<file path="config.mk">
export PLATFORM = sky130hd
export DESIGN_NAME = dmem_arbiter
export DESIGN_NICKNAME = d
export VERILOG_FILES = /design/src/rtl/dmem_arbiter_pkg.sv /design/src/rtl/dmem_arb_starve.sv /design/src/rtl/dmem_arbiter.sv
export SDC_FILE = /design/constraint.sdc
export NUM_CORES = 1
export LEC_CHECK = 0
export CAP_MARGIN = 5
export CELL_PAD_IN_SITES_DETAIL_PLACEMENT = 1
export CELL_PAD_IN_SITES_GLOBAL_PLACEMENT = 2
export CORE_AREA = 4 4 124 126
export DETAILED_ROUTE_END_ITERATION = 12
export DIE_AREA = 0 0 128 130
export GPL_TIMING_DRIVEN = 0
export PLACE_DENSITY = 0.95
export SLEW_MARGIN = 10
export SYNTH_ARGS = -nofsm -noshare
export SYNTH_HDL_FRONTEND = slang
export SYNTH_SLANG_ARGS = --single-unit
</file>
<file path="constraint.sdc">
create_clock -name clk -period 1.3 [get_ports clk]
set_clock_uncertainty 0.15 [all_clocks]
set_input_delay 0.26 -clock clk [delete_from_list [all_inputs] [get_ports clk]]
set_output_delay 0.26 -clock clk [all_outputs]
set_load 0.05 [all_outputs]
</file>
<file path="src/rtl/dmem_arbiter_pkg.sv">
// Shared definitions for the data-memory port: load/store codes, arbiter FSM
// states, response owner tags and the bundled memory request.
package dmem_arbiter_pkg;

    localparam int unsigned XLEN     = 32;
    localparam int unsigned LOAD_W   = 3;
    localparam int unsigned STORE_W  = 2;
    localparam int unsigned STARVE_W = 4;

    // Load/store encodings are also decoded by the data memory.
    typedef enum logic [LOAD_W-1:0] {
        LOAD_NONE = 3'd0,
        LOAD_LB   = 3'd1,
        LOAD_LH   = 3'd2,
        LOAD_LW   = 3'd3,
        LOAD_LBU  = 3'd4,
        LOAD_LHU  = 3'd5
    } load_op_t;

    typedef enum logic [STORE_W-1:0] {
        STORE_NONE = 2'd0,
        STORE_SB   = 2'd1,
        STORE_SH   = 2'd2,
        STORE_SW   = 2'd3
    } store_op_t;

    typedef enum logic {
        ARB      = 1'b0,
        EXT_LOCK = 1'b1
    } arb_state_t;

    typedef enum logic {
        OWNER_CPU = 1'b0,
        OWNER_EXT = 1'b1
    } owner_t;

    typedef struct packed {
        logic   valid;
        owner_t owner;
    } resp_tag_t;

    typedef struct packed {
        logic [LOAD_W-1:0]  load;
        logic [STORE_W-1:0] store;
        logic [XLEN-1:0]    addr;
        logic [XLEN-1:0]    wdata;
    } mem_req_t;

    function automatic logic is_load(input logic [LOAD_W-1:0] code);
        return code != LOAD_NONE;
    endfunction

endpackage

</file>
<file path="src/rtl/dmem_arb_starve.sv">
// Wait counter for the external master; raises force_ext once the master has
// been refused STARVE_LIMIT consecutive cycles.
module dmem_arb_starve
    import dmem_arbiter_pkg::*;
#(
    parameter int unsigned STARVE_LIMIT = 8
)(
    input  logic clk,
    input  logic rst,
    input  logic ext_req,
    input  logic ext_gnt,
    output logic force_ext
);

    localparam logic [STARVE_W-1:0] LIMIT = STARVE_W'(STARVE_LIMIT);

    logic [STARVE_W-1:0] wait_count;

    // NOTE: registered state uses non-blocking assignments so every flop
    // samples pre-edge values regardless of block evaluation order.
    always_ff @(posedge clk or posedge rst) begin
        if (rst) begin
            wait_count <= '0;
        end else if (!ext_req || ext_gnt) begin
            wait_count <= '0;
        end else if (wait_count != LIMIT) begin
            wait_count <= wait_count + STARVE_W'(1);
        end
    end

    assign force_ext = (wait_count == LIMIT);

endmodule

</file>
<file path="src/rtl/dmem_arbiter.sv">
// Two-requester arbiter for the data-memory port (CPU primary, external master
// secondary) with tagged read-response steering. DMEM_ARB_STARVE_GUARD_EN
// enables the anti-starvation guard for the external master.
module dmem_arbiter
    import dmem_arbiter_pkg::*;
#(
    parameter int unsigned STARVE_LIMIT = 8
)(
    input  logic               clk,
    input  logic               rst,

    input  logic               cpu_req,
    input  logic [LOAD_W-1:0]  cpu_load,
    input  logic [STORE_W-1:0] cpu_store,
    input  logic [XLEN-1:0]    cpu_addr,
    input  logic [XLEN-1:0]    cpu_wdata,
    output logic               cpu_stall,
    output logic               cpu_rvalid,
    output logic [XLEN-1:0]    cpu_rdata,

    input  logic               ext_req,
    input  logic [LOAD_W-1:0]  ext_load,
    input  logic [STORE_W-1:0] ext_store,
    input  logic [XLEN-1:0]    ext_addr,
    input  logic [XLEN-1:0]    ext_wdata,
    input  logic               ext_lock,
    output logic               ext_gnt,
    output logic               ext_rvalid,
    output logic [XLEN-1:0]    ext_rdata,

    output logic [LOAD_W-1:0]  mem_load,
    output logic [STORE_W-1:0] mem_store,
    output logic [XLEN-1:0]    mem_addr,
    output logic [XLEN-1:0]    mem_wdata,
    input  logic [XLEN-1:0]    mem_rdata
);

    if (STARVE_LIMIT < 1 || STARVE_LIMIT > 15) begin : g_limit_check
        $error("dmem_arbiter: STARVE_LIMIT must lie in 1..15");
    end

    arb_state_t state;
    resp_tag_t  tag;
    logic       cpu_grant;
    logic       ext_grant;
    logic       starve_force;
    mem_req_t   cpu_bus;
    mem_req_t   ext_bus;
    mem_req_t   mem_bus;

`ifdef DMEM_ARB_STARVE_GUARD_EN
    dmem_arb_starve #(
        .STARVE_LIMIT (STARVE_LIMIT)
    ) u_starve (
        .clk       (clk),
        .rst       (rst),
        .ext_req   (ext_req),
        .ext_gnt   (ext_gnt),
        .force_ext (starve_force)
    );
`else
    assign starve_force = 1'b0;
`endif

    assign cpu_bus = '{load: cpu_load, store: cpu_store, addr: cpu_addr, wdata: cpu_wdata};
    assign ext_bus = '{load: ext_load, store: ext_store, addr: ext_addr, wdata: ext_wdata};

    // A held lock wins outright; once it drops, the same cycle falls back to
    // normal CPU-first arbitration with the starvation override.
    always_comb begin
        // NOTE: every always_comb output gets a default first so no path
        // leaves it unassigned and infers a latch.
        cpu_grant = 1'b0;
        ext_grant = 1'b0;
        if (state == EXT_LOCK && ext_req && ext_lock) begin
            ext_grant = 1'b1;
        end else if (cpu_req && !(starve_force && ext_req)) begin
            cpu_grant = 1'b1;
        end else if (ext_req) begin
            ext_grant = 1'b1;
        end
    end

    always_comb begin
        mem_bus = '0;
        if (cpu_grant) begin
            mem_bus = cpu_bus;
        end else if (ext_grant) begin
            mem_bus = ext_bus;
        end
    end

    assign mem_load  = mem_bus.load;
    assign mem_store = mem_bus.store;
    assign mem_addr  = mem_bus.addr;
    assign mem_wdata = mem_bus.wdata;

    assign cpu_stall = cpu_req & ~cpu_grant;
    assign ext_gnt   = ext_req & ext_grant;

    always_ff @(posedge clk or posedge rst) begin
        if (rst) begin
            state     <= ARB;
            tag.valid <= 1'b0;
            tag.owner <= OWNER_CPU;
        end else begin
            state     <= (ext_gnt && ext_lock) ? EXT_LOCK : ARB;
            tag.valid <= (cpu_grant && is_load(cpu_load)) || (ext_grant && is_load(ext_load));
            tag.owner <= cpu_grant ? OWNER_CPU : OWNER_EXT;
        end
    end

    assign cpu_rvalid = tag.valid && (tag.owner == OWNER_CPU);
    assign ext_rvalid = tag.valid && (tag.owner == OWNER_EXT);
    assign cpu_rdata  = mem_rdata;
    assign ext_rdata  = mem_rdata;

endmodule

</file>
==> flow_metrics.env, run 1 <==
export IMPL_outcome="finished, violations left"
export IMPL_violations_in_the_final_reports="negative setup slack"
export IMPL_globalRouteTotalUtil_pct=10.6
export IMPL_post_cts_hold_buffer_count=0
export IMPL_cell_with_the_largest_stage_delay_on_the_worst_path="sky130_fd_sc_hd__dfrtp_1"
export IMPL_seq_area_frac_synth_pct=5.31
export IMPL_totalWireLength_um=10000
export IMPL_critical_path_top_delay_family="buffers and inverters"
export IMPL_clock_root_buffer="sky130_fd_sc_hd__clkbuf_16"
export IMPL_ir_drop_v=0.000391
export IMPL_drive_above_1_share_pct=52.4
export IMPL_report_final_hold_viol_count=0
export IMPL_worst_slew_pin_transition_ps=514
export IMPL_die_area_mm2=0.0166
export IMPL_place_port_buffers=279
export IMPL_cts_inserted_buffers=3
export IMPL_routabilityCongestion=0.819
export IMPL_report_final_slew_viol_count=0
export IMPL_cpPeakStageDelay_ps=350
export IMPL_initial_utilization_pct=9.87
export IMPL_critical_path_peak_fanout=10
export IMPL_vias_per_cell=3.78
export IMPL_max_cap_violations=0
export IMPL_timing_hold_worst_class="primary input to async pin"
export IMPL_yosysUniqueCellTypes=14
export IMPL_critical_path_n_buffers_inverters=3
export IMPL_ys_seq_elements=3
export IMPL_synth_fp_nets=341
export IMPL_most_repeated_library_cell_on_the_critical_path="sky130_fd_sc_hd__buf_6"
export IMPL_tritoncts="done"
export IMPL_globalRouteOverflowTotal=0
export IMPL_vias=2409
export IMPL_layout_min_cycle_time_ps=1920
export IMPL_crit_path_start_kind="flop"
export IMPL_fin_nets=630
export IMPL_overall_power_uw=3310
export IMPL_syn_std_cell_area_mm2=0.00141
export IMPL_drt_pass1_iterations=2
export IMPL_power_density_cell_area_mw_per_mm2=665
export IMPL_ys_warnings_count=0
export IMPL_power_static_leakage_uw=0.00233
export IMPL_ff2ff_setup_slack_ps=50
export IMPL_worst_setup_path_end_kind="primary output"
export IMPL_detail_route_antenna_nets=0
export IMPL_max_slew_margin_pct=65.8
export IMPL_final_common_cell="sky130_fd_sc_hd__clkdlybuf4s50_1"
export IMPL_fp_row_count=44
export IMPL_crit_chain="nand3_2 > and2_4 > buf_4 > buf_6 > a22o_2 > buf_6"
export IMPL_unrepaired_setup_endpoints_after_global_routing="yes"
export IMPL_synthCells=166
export IMPL_max_freq_mhz=521
export IMPL_dp_hpwl_um=8990
export IMPL_worst_setup_path_type="flop to primary output"
export IMPL_worstSkewPairLatency_ps=220
export IMPL_synthesis_area_per_instance_um2=8.51
export IMPL_clk_path_buf_depth=2
export IMPL_chipWidth_um=128
export IMPL_drcViolationCount=0
export IMPL_worst_ep_arrival_time_ps=1510
export IMPL_post_route_util_pct=34.7
export IMPL_clock_sinks=3
export IMPL_htreeDepth=1
export IMPL_floorplan_die_height_um=130
export IMPL_clkTransAtPathRegs_ps=30
export IMPL_required_ps=890
export IMPL_grt_start_max_net_pins=11
export IMPL_route_detailed_wl_per_inst_um=15.7
export IMPL_drt_iter0_markers=30
export IMPL_core_area_mm2=0.0143
export IMPL_final_min_period_over_clock_period_pct=148
export IMPL_area_growth_syn_to_layout_pct=252
export IMPL_finalSetupViolCount=73
export IMPL_layout_cells_most_common_list="sky130_fd_sc_hd__clkdlybuf4s50_1 (139), sky130_fd_sc_hd__buf_4 (68), sky130_fd_sc_hd__buf_6 (67), sky130_fd_sc_hd__dlygate4sd2_1 (67), sky130_fd_sc_hd__a22o_2 (46)"
export IMPL_grt_pass1_wl_um=14200
export IMPL_vias_in_the_first_global_route=2720
export IMPL_antenna_diode_count=0
export IMPL_post_route_worst_setup_slack_ps=-621
export IMPL_i_o_pin_cnt=312
export IMPL_antenna_violations_before_repair=0
[stage by stage]
step           instance area [um^2]  setup TNS, ps  cells  setup WS, ps  hold slack, ps
2_1_floorplan                  1630         -15880    166          -237            -136
5_1_grt                        4970         -46780    638          -697            90.2
6_report                       4970         -41610    638          -621            62.1
3_3_place_gp                   4660        -118620    629         -1510             294
4_1_cts                        4910         -42030    637          -620            68.0
3_5_place_dp                   4660        -122000    629         -1540             293
[sequential cells by signal (all words and copies together) (netlist names)]
| name | cells |
|---|---|
| tag | 2 |
| state | 1 |
[synthesized netlist by cell type]
| master | instances | area share, % |
|---|---|---|
| sky130_fd_sc_hd__a22o_1 | 69 | 43 |
| sky130_fd_sc_hd__buf_4 | 65 | 35 |
| sky130_fd_sc_hd__buf_6 | 15 | 12 |
| sky130_fd_sc_hd__and2_1 | 3 | 1.3 |
| sky130_fd_sc_hd__dfrtp_1 | 3 | 5.3 |
| sky130_fd_sc_hd__inv_1 | 3 | 0.80 |
| sky130_fd_sc_hd__a21boi_1 | 1 | 0.53 |
| sky130_fd_sc_hd__nand2_1 | 1 | 0.27 |
| sky130_fd_sc_hd__nand3_1 | 1 | 0.35 |
| sky130_fd_sc_hd__nor2_1 | 1 | 0.27 |
| sky130_fd_sc_hd__nor2b_1 | 1 | 0.44 |
| sky130_fd_sc_hd__nor3_1 | 1 | 0.35 |
| sky130_fd_sc_hd__o2bb2ai_1 | 1 | 0.62 |
| sky130_fd_sc_hd__or3_1 | 1 | 0.44 |
[routing by layer]
| layer | vias up | routed length [um] | GRT usage, % |
|---|---|---|---|
| met5 | - | 0 | 0 |
| met4 | 0 | 80 | 1.81 |
| met3 | 6 | 1090 | 3.32 |
| met2 | 164 | 5690 | 21.7 |
| met1 | 1100 | 3170 | 10.6 |
| li1 | 1139 | - | - |
[where the power goes]
part           switching, uW  internal [uW]
sequential              3.58           99.9
clock                   81.6            405
combinational           1460           1250
[worst paths after layout]
kind | to | start | depth (start not counted)
min in group clk | state$_DFF_PP0_ | ext_lock | 2
setup / recovery | mem_wdata[17] | state$_DFF_PP0_ | 6
max in group asynchronous | tag[1]$_DFF_PP0_ | rst | 2
hold / removal | state$_DFF_PP0_ | rst | 2
setup reg to reg | state$_DFF_PP0_ | state$_DFF_PP0_ | 5
hold reg to reg | tag[0]$_DFF_PP0_ | state$_DFF_PP0_ | 4
[layout make-up]
type	instances	area [um^2]
clock buffers	4	78.8
plain buffers	77	659
well taps	184	230
inverters	3	11.3
repair buffers	287	2960
flip-flops and latches	3	75.1
fillers	1624	9340
multi-input cells	80	958
[kinds of logic (layout without fill, tap and decap cells)]
family	Yosys count	count (layout)	synth area share, %
buf+inv	83	371	47.3
compound gates	71	71	43.9
simple gates	9	9	3.45
flops	3	3	5.31
[what timing repair did]
action                     CTS  global route
cloned                       2             0
setup buffers                2             5
resized for setup          608            15
setup endpoints to repair  140            75
pin swaps                    1             1
hold endpoints to repair     0             0
(Power assumes the default switching activity.)
==> run 2: changes to the inputs <==
==> constraint.sdc (replaced) <==
create_clock -name clk -period 1.6 [get_ports clk]
set_clock_uncertainty 0.15 [all_clocks]
set_input_delay 0.32 -clock clk [delete_from_list [all_inputs] [get_ports clk]]
set_output_delay 0.32 -clock clk [all_outputs]
set_load 0.05 [all_outputs]
==> run 2 against run 1 <==
The flow still finishes with violations (negative setup slack). First-iteration DRC count is 6.7% higher. Sequential power decreased by 20%. Die area stayed put. Highest routed layer unchanged. Sequential share of layout area is 0.14 points lower. Total power fell by 12%. Largest cell class unchanged. Critical endpoint is now mem_addr[9]. Worst hold slack better by 49 ps. Combinational power is 11% lower.
==> flow_metrics.env, run 2 (synthesis results as in run 1) <==
export IMPL_ff2ff_setup_slack_ps=260
export IMPL_max_freq_mhz=505
export IMPL_max_ffs_per_register=2
export IMPL_area_growth_syn_to_layout_pct=288
export IMPL_max_cap_violations=0
export IMPL_antenna_diode_count=0
export IMPL_drcViolationCount=0
export IMPL_i_o_pin_cnt=312
export IMPL_timing_hold_worst_class="primary input to async pin"
export IMPL_htreeDepth=1
export IMPL_chipWidth_um=128
export IMPL_worst_setup_path_end_kind="primary output"
export IMPL_clock_root_buffer="sky130_fd_sc_hd__clkbuf_16"
export IMPL_floorplan_die_height_um=130
export IMPL_max_slew_margin_pct=65.1
export IMPL_globalRouteOverflowTotal=0
export IMPL_totalWireLength_um=10900
export IMPL_multi_input_area_mm2=0.00125
export IMPL_pwr_share_comb_pct=83.3
export IMPL_tritoncts="done"
export IMPL_drt_pass1_iterations=4
export IMPL_drt_iter0_markers=32
export IMPL_largest_register="tag"
export IMPL_report_final_slew_viol_count=0
export IMPL_vias_in_the_first_global_route=2853
export IMPL_worst_ep_arrival_time_ps=1510
export IMPL_place_port_buffers=279
export IMPL_finalSetupViolCount=70
export IMPL_cts_inserted_buffers=3
export IMPL_violations_in_the_final_reports="negative setup slack"
export IMPL_critical_path_endpoint="mem_addr[9]"
export IMPL_grt_pass1_wl_um=15300
export IMPL_reg_largest_list="tag x2, state x1"
export IMPL_crit_path_start_kind="flop"
export IMPL_timing_reg2reg_worst_path_depth=6
export IMPL_outcome="finished, violations left"
export IMPL_post_route_worst_setup_slack_ps=-379
export IMPL_route_detailed_wl_per_inst_um=17.1
export IMPL_critical_path_peak_fanout=10
export IMPL_core_area_mm2=0.0143
export IMPL_die_area_mm2=0.0166
export IMPL_worst_setup_path_type="flop to primary output"
export IMPL_antenna_violations_before_repair=0
export IMPL_clkTransAtPathRegs_ps=30
export IMPL_internal_power_uw=1580
export IMPL_detail_route_antenna_nets=0
export IMPL_grt_start_max_net_pins=11
export IMPL_final_min_period_over_clock_period_pct=124
export IMPL_r2r_end="tag[1]$_DFF_PP0_"
export IMPL_unrepaired_setup_endpoints_after_global_routing="yes"
export IMPL_vias_per_cell=3.83
export IMPL_final_common_cell="sky130_fd_sc_hd__clkdlybuf4s50_1"
export IMPL_layout_min_cycle_time_ps=1980
export IMPL_power_static_leakage_uw=0.00255
export IMPL_fill_cells=1587
export IMPL_fin_nets=630
export IMPL_worst_slew_pin_transition_ps=526
export IMPL_routabilityCongestion=0.852
export IMPL_layout_cells_most_common_list="sky130_fd_sc_hd__clkdlybuf4s50_1 (139), sky130_fd_sc_hd__buf_4 (66), sky130_fd_sc_hd__dlygate4sd2_1 (66)"
export IMPL_power_net_switching_uw=1340
export IMPL_report_final_hold_viol_count=0
export IMPL_clock_sinks=3
export IMPL_ir_drop_v=0.000283
export IMPL_clk_path_buf_depth=2
export IMPL_fp_row_count=44
export IMPL_reg_to_reg_start="state$_DFF_PP0_"
export IMPL_worstSetupStartpoint="state$_DFF_PP0_"
export IMPL_power_share_switching_pct=45.9
export IMPL_area_sequential_um2=75.1
export IMPL_initial_utilization_pct=9.87
export IMPL_dp_hpwl_um=9460
export IMPL_drive_above_1_share_pct=51.3
export IMPL_required_ps=1130
export IMPL_power_clock_fraction_pct=13.9
export IMPL_globalRouteTotalUtil_pct=11.7
export IMPL_vias=2445
export IMPL_worstSkewPairLatency_ps=230
export IMPL_post_cts_hold_buffer_count=0
export IMPL_power_density_cell_area_mw_per_mm2=532
export IMPL_setup_tns_ps=-25270
export IMPL_design_area_mm2=0.00548
export IMPL_share_seq_of_total_power_pct=2.9
export IMPL_post_dp_cell_area_mm2=0.00497
-- run 2: cell types whose count changed in the layout (fill, tap and decap cells not counted), sizes merged --
| cell | change |
|---|---|
| buf | -2 |
| dlygate4sd2 | -1 |
| clkdlybuf4s15 | +2 |
| clkbuf | +1 |
-- run 2: power by group through the flow --
stage	clock network, uW	registers [uW]	logic (uW)
detailed placement	0	84.1	2260
finish	404	83.5	2430
floorplan	0	83.4	1380
global placement	0	83.9	2230
global route	417	84.5	2510
CTS	410	83.4	2350
-- run 2: critical path: stages (launching register included) --
cell and delay [ps]:
sky130_fd_sc_hd__dfrtp_1 380, sky130_fd_sc_hd__nand2_1 90, sky130_fd_sc_hd__a21boi_2 70, sky130_fd_sc_hd__buf_4 170, sky130_fd_sc_hd__buf_12 150, sky130_fd_sc_hd__a22o_4 270
sky130_fd_sc_hd__buf_8 150
-- run 2: per-layer routing --
metal  global-route usage [%]  routed length (um)  vias to the layer above  share of wire [%]
met5                        0                   0                        -                  0
met3                     2.46                 911                        8                8.3
met1                     11.1                3400                     1136                 31
met4                     1.75                  94                        0               0.86
li1                         -                   -                     1149                  -
met2                     25.4                6530                      152                 60
-- run 2: layout make-up --
cell class | count | area share, %
Timing Repair Buffer | 285 | 56.1
Multi-Input combinational cell | 80 | 22.8
Buffer | 79 | 13.9
Tap cell | 184 | 4.20
Clock buffer | 4 | 1.44
Sequential cell | 3 | 1.37
Inverter | 3 | 0.206
-- run 2: how the worst min path moves through the flow --
stage,startpoint,to,slack (ps),cells after the start
2_1_floorplan,rst,state$_DFF_PP0_,-80,1
3_3_place_gp,rst,state$_DFF_PP0_,350,2
3_5_place_dp,rst,state$_DFF_PP0_,360,2
4_1_cts,rst,state$_DFF_PP0_,120,2
5_1_grt,rst,state$_DFF_PP0_,130,2
6_report,rst,state$_DFF_PP0_,110,2
-- run 2: metrics by stage --
stage          total power (uW)  setup WS, ps  util (%)  hold slack (ps)  std cells
2_1_floorplan              1460         -75.1         -            -76.4        166
3_3_place_gp               2320         -1290      34.7              353        629
3_5_place_dp               2340         -1330      34.7              359        629
4_1_cts                    2850          -380      36.8              119        635
5_1_grt                    3010          -461      38.3              131        638
6_report                   2910          -379      38.3              111        638
-- run 2: what timing repair did --
action,CTS,global route
setup endpoints to repair,138,71
gates cloned,2,1
gates resized for setup,614,42
pin swaps,3,0
setup buffers,0,3
==> run 3: changes to the inputs <==
--- a/config.mk
+++ b/config.mk
@@ -12,6 +12,7 @@
 export DETAILED_ROUTE_END_ITERATION = 12
 export DIE_AREA = 0 0 128 130
 export GPL_TIMING_DRIVEN = 0
+export MAX_ROUTING_LAYER = met4
 export PLACE_DENSITY = 0.95
 export SLEW_MARGIN = 10
 export SYNTH_ARGS = -nofsm -noshare
==> run 3 against run 2 <==
The run still ends with negative setup slack left. Largest power group unchanged. Core utilization unchanged. Largest cell class unchanged. Count of clock-buffer cells in the layout unchanged. Maximum frequency barely moved. Combinational power hardly changed. Setup slack better by 0.81 ps.
==> flow_metrics.env, run 3 (synthesis results as in run 1) <==
export IMPL_reg_largest_list="tag x2, state x1"
export IMPL_drive_above_1_share_pct=51.3
export IMPL_fin_nets=630
export IMPL_dp_hpwl_um=9460
export IMPL_fp_row_count=44
export IMPL_max_slew_margin_pct=65.3
export IMPL_gr_max_usage_layer="met2"
export IMPL_routabilityCongestion=0.866
export IMPL_max_freq_mhz=506
export IMPL_drcViolationCount=0
export IMPL_clock_sinks=3
export IMPL_area_growth_syn_to_layout_pct=288
export IMPL_violations_in_the_final_reports="negative setup slack"
export IMPL_floorplan_die_height_um=130
export IMPL_report_final_slew_viol_count=0
export IMPL_worstSkewPairLatency_ps=230
export IMPL_detail_route_antenna_nets=0
export IMPL_antenna_violations_before_repair=0
export IMPL_place_port_buffers=279
export IMPL_vias_in_the_first_global_route=2851
export IMPL_vias=2445
export IMPL_crit_path_start_kind="flop"
export IMPL_htreeDepth=1
export IMPL_worst_setup_path_end_kind="primary output"
export IMPL_unrepaired_setup_endpoints_after_global_routing="yes"
export IMPL_core_area_mm2=0.0143
export IMPL_finalNonFillerCells=638
export IMPL_design_area_mm2=0.00548
export IMPL_route_detailed_wl_per_inst_um=17.2
export IMPL_fill_cells=1587
export IMPL_gr_usage_met2_pct=25.4
export IMPL_met3_track_usage_gr_pct=2.09
export IMPL_die_area_mm2=0.0166
export IMPL_antenna_diode_count=0
export IMPL_worst_setup_path_type="flop to primary output"
export IMPL_layout_cells_most_common_list="sky130_fd_sc_hd__clkdlybuf4s50_1 (139), sky130_fd_sc_hd__buf_4 (66), sky130_fd_sc_hd__dlygate4sd2_1 (66)"
export IMPL_drt_iter0_markers=28
export IMPL_max_ffs_per_register=2
export IMPL_dp_cells=629
export IMPL_worst_slew_pin_transition_ps=523
export IMPL_grtUsageMet1_pct=11.4
export IMPL_timing_hold_worst_class="primary input to async pin"
export IMPL_layout_min_cycle_time_ps=1980
export IMPL_critical_path_peak_fanout=10
export IMPL_final_common_cell="sky130_fd_sc_hd__clkdlybuf4s50_1"
export IMPL_power_density_cell_area_mw_per_mm2=532
export IMPL_grt_start_max_net_pins=11
export IMPL_grt_pass1_wl_um=15300
export IMPL_clk_path_buf_depth=2
export IMPL_worst_setup_slack_post_dpl_ps=-1330
export IMPL_worst_ep_arrival_time_ps=1510
export IMPL_i_o_pin_cnt=312
export IMPL_vias_per_cell=3.83
export IMPL_power_static_leakage_uw=0.00255
export IMPL_required_ps=1130
export IMPL_post_cts_hold_buffer_count=0
export IMPL_ir_drop_v=0.000283
export IMPL_final_min_period_over_clock_period_pct=124
export IMPL_drt_pass1_iterations=4
export IMPL_initial_utilization_pct=9.87
export IMPL_totalWireLength_um=11000
export IMPL_largest_register="tag"
export IMPL_globalRouteOverflowTotal=0
export IMPL_clkTransAtPathRegs_ps=30
export IMPL_report_final_hold_viol_count=0
export IMPL_max_cap_violations=0
export IMPL_finalSetupViolCount=70
export IMPL_post_route_worst_setup_slack_ps=-378
export IMPL_outcome="finished, violations left"
export IMPL_post_dp_cell_area_mm2=0.00497
export IMPL_cts_inserted_buffers=3
export IMPL_tritoncts="done"
export IMPL_globalRouteTotalUtil_pct=12.0
export IMPL_clock_root_buffer="sky130_fd_sc_hd__clkbuf_16"
export IMPL_post_route_util_pct=38.3
export IMPL_chipWidth_um=128
-- run 3: cell counts in the layout (fill, tap and decap cells not counted) --
Identical to the previous run, type by type.
-- run 3: through the flow --
stage	total power, uW	setup TNS (ps)	hold WS, ps
finish	2920	-25240	111
global route	3020	-30910	129
CTS	2850	-25280	119
detailed placement	2340	-95900	359
global placement	2320	-92770	353
floorplan	1460	-565	-76.4
-- run 3: routing by layer --
metal / share of wire (%) / wire, um
met1: 32 / 3500
met2: 60 / 6540
met3: 7.6 / 828
met4: 0.86 / 94
met5: 0 / 0
-- run 3: cell type report --
type / instances / area [um^2] / share of cell area, %
buffer: 79 / 762 / 13.9
sequential: 3 / 75.1 / 1.37
clock buffer: 4 / 78.8 / 1.44
multi-input combinational: 80 / 1250 / 22.8
tap: 184 / 230 / 4.20
inverter: 3 / 11.3 / 0.206
timing repair buffer: 285 / 3070 / 56.1
-- run 3: critical path, cell delays in order, from the launching register on --
cell and delay, ps:
sky130_fd_sc_hd__dfrtp_1 380, sky130_fd_sc_hd__nand2_1 90, sky130_fd_sc_hd__a21boi_2 70, sky130_fd_sc_hd__buf_4 170
sky130_fd_sc_hd__buf_12 150, sky130_fd_sc_hd__a22o_4 270, sky130_fd_sc_hd__buf_8 150
-- run 3: what timing repair did --
item	CTS	global route
resized for setup	614	42
endpoints found under the setup margin	138	71
pin swaps	3	0
setup buffers	0	3
gates cloned	2	1
-- run 3: path summary, 6_finish.rpt --
| path | cells past startpoint | slack [ps] | endpoint | startpoint |
|---|---|---|---|---|
| worst max register to register | 6 | 260 | tag[1]$_DFF_PP0_ | state$_DFF_PP0_ |
| worst max-delay path | 6 | -380 | mem_addr[9] | state$_DFF_PP0_ |
| min in group clk | 2 | 340 | state$_DFF_PP0_ | ext_lock |
| max in group asynchronous | 2 | 1060 | tag[0]$_DFF_PP0_ | rst |
| worst min-delay path | 2 | 110 | state$_DFF_PP0_ | rst |
| worst min register to register | 5 | 850 | tag[1]$_DFF_PP0_ | state$_DFF_PP0_ |
-- run 3: power by group --
group	internal [uW]	switching [uW]	total (uW)	leakage, uW
clock	329	75.1	404	0.0000382
combinational	1170	1260	2430	0.00248
sequential	81.2	2.30	83.5	0.0000363
total	1580	1340	2920	0.00255
